## config.mk

```make
export PLATFORM = sky130hd
export DESIGN_NAME = rgmii_tx_mux
export DESIGN_NICKNAME = d
export VERILOG_FILES = /design/src/rtl/rgmii_tx_mux_pkg.sv /design/src/rtl/rgmii_tx_mux.sv
export SDC_FILE = /design/constraint.sdc
export NUM_CORES = 1
export LEC_CHECK = 0
export CORE_UTILIZATION = 55
export CTS_CLUSTER_DIAMETER = 120
export CTS_CLUSTER_SIZE = 12
export DETAILED_ROUTE_END_ITERATION = 7
export PLACE_DENSITY = 0.9
export SYNTH_ARGS = -nofsm -noshare
export SYNTH_HDL_FRONTEND = slang
export SYNTH_SLANG_ARGS = --single-unit
```

## constraint.sdc

```tcl
create_clock -name CLK -period 5.8 [get_ports CLK]
set_input_delay 1.74 -clock CLK [delete_from_list [all_inputs] [get_ports CLK]]
set_output_delay 1.74 -clock CLK [all_outputs]
set_load 0.005 [all_outputs]
```

## src/rtl/rgmii_tx_mux_pkg.sv

```systemverilog
// Shared encodings for the RGMII transmit formatter: speed codes, formatter states,
// and normalisation of the requested speed (the unused code 2'b11 runs as 1000M).
package rgmii_tx_mux_pkg;

  localparam logic [1:0] SPD_1000 = 2'b10;
  localparam logic [1:0] SPD_100  = 2'b01;
  localparam logic [1:0] SPD_10   = 2'b00;

  typedef enum logic [1:0] {
    S_GIG = 2'd0,
    S_LO  = 2'd1,
    S_HI  = 2'd2
  } state_t;

  function automatic logic [1:0] norm_spd(input logic [1:0] spd);
    case (spd)
      SPD_100: return SPD_100;
      SPD_10:  return SPD_10;
      default: return SPD_1000;
    endcase
  endfunction

endpackage

```

## src/rtl/rgmii_tx_mux.sv

```systemverilog
// GMII-to-RGMII transmit formatter: registered rise/fall pairs appear one CLK after a byte is sampled.
// The byte source is throttled by TX_RDY: every cycle at 1000M, once per 2*DIV cycles at 100M/10M.
module rgmii_tx_mux
  import rgmii_tx_mux_pkg::*;
#(
  parameter int DIV_100 = 5,
  parameter int DIV_10  = 50
) (
  input  logic       CLK,
  input  logic       RST,
  input  logic [1:0] SPEED,
  input  logic       CLK_OE,
  input  logic [7:0] TXD_IN,
  input  logic       TX_EN,
  input  logic       TX_ER,
  output logic       TX_RDY,
  output logic       TXC_R,
  output logic       TXC_F,
  output logic [3:0] TXD_R,
  output logic [3:0] TXD_F,
  output logic       CTL_R,
  output logic       CTL_F
);

  localparam int CW = $clog2(DIV_10);

  state_t        state_q, state_d;
  logic [CW-1:0] cnt_q, cnt_d;
  logic [1:0]    spd_q, spd_d;
  logic          rst_q, rst_d;
  logic          start_q, start_d;
  logic [7:0]    byte_q, byte_d;
  logic          en_q, en_d;
  logic          er_q, er_d;
  logic          txc_r_q, txc_r_d;
  logic          txc_f_q, txc_f_d;
  logic [3:0]    txd_r_q, txd_r_d;
  logic [3:0]    txd_f_q, txd_f_d;
  logic          ctl_r_q, ctl_r_d;
  logic          ctl_f_q, ctl_f_d;
  logic [1:0]    req_spd;
  logic          last_cnt;
  logic          tx_rdy;

  function automatic int div_of(input logic [1:0] spd);
    return (spd == SPD_100) ? DIV_100 : DIV_10;
  endfunction

  assign req_spd  = norm_spd(SPEED);
  assign last_cnt = (int'(cnt_q) == div_of(spd_q) - 1);
  // rst_q marks the cycle right after a reset edge; start_q the first free-running cycle after it.
  assign tx_rdy   = !rst_q && ((state_q == S_GIG) || start_q ||
                               ((state_q == S_HI) && last_cnt));

  always_comb begin
    state_d = state_q;
    cnt_d   = cnt_q;
    spd_d   = spd_q;
    rst_d   = 1'b0;
    start_d = rst_q;
    byte_d  = byte_q;
    en_d    = en_q;
    er_d    = er_q;
    txc_r_d = txc_r_q;
    txc_f_d = txc_f_q;
    txd_r_d = txd_r_q;
    txd_f_d = txd_f_q;
    ctl_r_d = ctl_r_q;
    ctl_f_d = ctl_f_q;

    if (!rst_q) begin
      if (tx_rdy) begin
        byte_d = TXD_IN;
        en_d   = TX_EN;
        er_d   = TX_ER;
        // Speed only changes on an idle byte, and governs that same byte.
        if (!TX_EN && !TX_ER) spd_d = req_spd;
        cnt_d   = '0;
        state_d = (spd_d == SPD_1000) ? S_GIG : S_LO;
      end else if (state_q != S_GIG) begin
        if (last_cnt) begin
          cnt_d   = '0;
          state_d = (state_q == S_LO) ? S_HI : S_LO;
        end else begin
          cnt_d = cnt_q + 1'b1;
        end
      end

      if (state_d == S_GIG) begin
        txd_r_d = byte_d[3:0];
        txd_f_d = byte_d[7:4];
        txc_r_d = CLK_OE;
        txc_f_d = 1'b0;
      end else begin
        txd_r_d = (state_d == S_LO) ? byte_d[3:0] : byte_d[7:4];
        txd_f_d = txd_r_d;
        txc_r_d = CLK_OE && (2 * int'(cnt_d) < div_of(spd_d));
        txc_f_d = CLK_OE && (2 * int'(cnt_d) + 1 < div_of(spd_d));
      end
      ctl_r_d = en_d;
      ctl_f_d = en_d ^ er_d;
    end
  end

  always_ff @(posedge CLK) begin
    if (RST) begin
      state_q <= (req_spd == SPD_1000) ? S_GIG : S_LO;
      cnt_q   <= '0;
      spd_q   <= req_spd;
      rst_q   <= 1'b1;
      start_q <= 1'b0;
      byte_q  <= '0;
      en_q    <= 1'b0;
      er_q    <= 1'b0;
      txc_r_q <= 1'b0;
      txc_f_q <= 1'b0;
      txd_r_q <= '0;
      txd_f_q <= '0;
      ctl_r_q <= 1'b0;
      ctl_f_q <= 1'b0;
    end else begin
      state_q <= state_d;
      cnt_q   <= cnt_d;
      spd_q   <= spd_d;
      rst_q   <= rst_d;
      start_q <= start_d;
      byte_q  <= byte_d;
      en_q    <= en_d;
      er_q    <= er_d;
      txc_r_q <= txc_r_d;
      txc_f_q <= txc_f_d;
      txd_r_q <= txd_r_d;
      txd_f_q <= txd_f_d;
      ctl_r_q <= ctl_r_d;
      ctl_f_q <= ctl_f_d;
    end
  end

  assign TX_RDY = tx_rdy;
  assign TXC_R  = txc_r_q;
  assign TXC_F  = txc_f_q;
  assign TXD_R  = txd_r_q;
  assign TXD_F  = txd_f_q;
  assign CTL_R  = ctl_r_q;
  assign CTL_F  = ctl_f_q;

endmodule

```

==> results.yml <==
run_status:
  status: "complete, no violations"
route:
  routed_via_density: 6.017
  ant_nets: 0
  dr_wl_met3_um: 203
  top_layer_used: "met4"
  dr.pass1.iters: 4
  vias: 1751
  drt_iter0_drc: 164
  routedWlPerCell_um: 15.32
  drc_errors: 0
  wl_um: 4457
  dr_wl_met2_um: 2204
  met1Wirelength_um: 1991
worst_setup_path:
  path_cells: "and2b_4 -> or4_1 -> a41oi_4 -> clkdlybuf4s50_1"
  reg2reg_slack_ns: 2.68
  cp-start-kind: "flop"
  rr_startpoint: "spd_q[0]"
  crit_buf_inv: 1
  cp.required_ns: 4.06
  arrival_ns: 2.62
  crit_path_max_incr_delay_ns: 0.67
  worstPathMaxFanout: 9
  critical-path-top-delay-family: "simple AND/OR/NAND/NOR gates"
  r2r_end: "TXC_R"
  critPathCaptureType: "primary output"
  slowest_stage: "or4_1"
  critical_path_class: "flop to primary output"
  ff2ff_path_depth: 10
placement:
  place_congestion: 0.8401
  port_buffers: 27
  place_hpwl_um: 3123
cells_and_area:
  drive_gt1_share_pct: 9.796
  nFillCells: 261
  fin_nets: 264
  diodes: 0
  area_growth_syn_to_layout_pct: 18.11
  postLayoutCoreUtil_pct: 69.10
logic_synthesis:
  yosysTopAreaCell: "dfxtp_1"
  synth_edf_count: 4
  ys_top_cells_by_area: "dfxtp_1 (29%), mux2i_1 (6.6%), edfxtp_1 (6.1%)"
  synth-async-reset-ratio_pct: 0
  yosysSeqAreaShare_pct: 35.33
  netlist_top_cells_count: "dfxtp_1 (29), nand2_1 (21), nor2_1 (16)"
  synth_most_common_cell: "dfxtp_1"
  ys_ff_latch: 33
  synth_cells: 221
  synth_cell_type_count: 52
  yosys_warnings: 0
  synth_top_area_share_pct: 29.27
  netlist_area_um2: 1983
  syn_nets: 241
  ys.flop_type: "dfxtp_1"
  synth.avg_cell_area_um2: 8.974
clock_network:
  cts_tree: "done"
  cts.sinks: 33
  cts_max_level: 2
  cts-hold-fix-buffers: 0
  cts_setup_buffers: 0
  ctsResizeCount: 0
  clkLatencyLatePin_ns: 0.38
  cts_root_buf: "clkbuf_4"
  cts-buffers-inserted: 5
  clk_pin_slew_ns: 0.10
  cts_buffer_depth: 2
timing:
  maxSlewHeadroom_pct: 37.20
  rsz0062_at_grt: "false"
  slew_viol_final: 0
  finalHoldViolations: 0
  finalClockSkew_ns: 0.02264
  post-route-period-util_pct: 75.13
  max_freq_mhz: 229.5
  setup_viol: 0
  setup_tns_ns: 0
  layout_min_cycle_time_ns: 4.357
  worst_pin_slew_ns: 0.9342
worst_hold_path:
  holdPathEnd: "CTL_F"
  hp-start: "CTL_F"
  min_path_type: "flop to flop"
  min_path_cells: 2
die:
  die_h_um: 62.05
  core-area_um2: 3390
  rows: 21
  dieArea_um2: 3850
  start_util_pct: 58.51
  die_width_um: 62.05
  ios: 28
run:
  maxCapViolations: 0
global_routing:
  track_usage_pct: 25.26
  grt_overflow: 0
  grt_pass1_vias: 1589
  grt_first_pass_wirelength_um: 7038
  grt_max_degree: 30
  grt_antenna_before_repair: 0
power:
  irDropWorstVdd_mv: 0.2147
  cellLeakagePower_uw: 0.0008773
  power_density_nw_per_um2: 237.4
[cell families after synthesis]
group                    after synthesis  synth area share (%)
AND/OR/NAND/NOR                       80                 21.20
AO/OA/AOI/OAI                         64                 25.68
flip-flops                            33                 35.33
buffers and inverters                 18                 4.290
multiplexers                          15                 7.697
XOR/XNOR                               6                 2.650
adder cells (fa/ha/maj)                5                 3.155
[registers in the layout (all words and copies together), names as in the netlist]
signal,cells
TXC_R,1
TXC_F,1
start_q,1
cnt_q,6
CTL_R,1
byte_q,8
rst_q,1
TXD_R,4
TXD_F,4
spd_q,2
er_q,1
state_q,2
CTL_F,1
[area by class of cell]
class / count / area (um^2) / share of cell area, %
Multi-Input combinational cell: 170 / 1197 / 51.12
Inverter: 4 / 15.01 / 0.6410
Clock buffer: 6 / 62.56 / 2.671
Timing Repair Buffer: 30 / 292.8 / 12.50
Clock inverter: 2 / 16.27 / 0.6944
Sequential cell: 33 / 700.7 / 29.91
Tap cell: 46 / 57.56 / 2.457
[metrics by stage]
step | hold WS, ns | cells | setup WS (ns) | power (uW) | area (um^2)
finish | 0.4629 | 291 | 1.443 | 556.0 | 2342
global route | 0.4831 | 291 | 1.301 | 578.8 | 2342
CTS | 0.4644 | 291 | 1.453 | 554.8 | 2342
detailed placement | 0.4488 | 283 | 1.841 | 393.0 | 2263
global placement | 0.4435 | 283 | 1.876 | 390.0 | 2263
floorplan | 0.4482 | 221 | 2.567 | 349.3 | 1983
[where the power goes]
part           internal, uW  leakage (uW)  switching (uW)
Combinational          66.8      0.000559            62.6
Clock                  73.9     0.0000396            92.8
Sequential              247      0.000279            12.7
[worst max-delay path by stage]
stage,startpoint,to,cells past startpoint
finish,spd_q[0],TX_RDY,4
floorplan,spd_q[0],TX_RDY,4
global route,cnt_q[2],TX_RDY,4
detailed placement,spd_q[0],TX_RDY,4
CTS,spd_q[0],TX_RDY,4
global placement,spd_q[0],TX_RDY,4
[placed cells by master, fill, tap and decap left out, drive strengths merged, types with 2 or more instances in the layout]
| master | instances |
|---|---|
| clkdlybuf4s50 | 27 |
| nor2 | 16 |
| nand2 | 21 |
| xor2 | 3 |
| nand3b | 2 |
| mux2i | 13 |
| and3 | 2 |
| or2 | 4 |
| dfxtp | 29 |
| nand3 | 4 |
| o21ai | 11 |
| a21o | 2 |
| nor2b | 15 |
| edfxtp | 4 |
| buf | 3 |
| o22ai | 8 |
| nor3 | 5 |
| clkbuf | 6 |
| inv | 4 |
| nor3b | 2 |
| ha | 5 |
| nor4 | 2 |
| a221o | 9 |
| a21oi | 12 |
| a22o | 8 |
| xnor2 | 3 |
| a41oi | 2 |
| mux2 | 2 |
[worst register-to-register path, cell delays in order, from the launching register on]
cell       delay (ns)
edfxtp_1         0.42
and2b_4          0.20
or4_1            0.67
a41oi_4          0.41
nand2_1          0.11
mux2i_1          0.28
inv_1            0.11
ha_1             0.34
nand2_1          0.09
o2111ai_1        0.14
o32ai_1          0.29
[routing by layer]
layer  global-route usage [%]  vias up
met3                    5.797        8
met1                    31.33      836
met5                        0        -
li1                         -      868
met2                    42.40       39
met4                    9.841        0
Power figures use the tool's default switching activity.
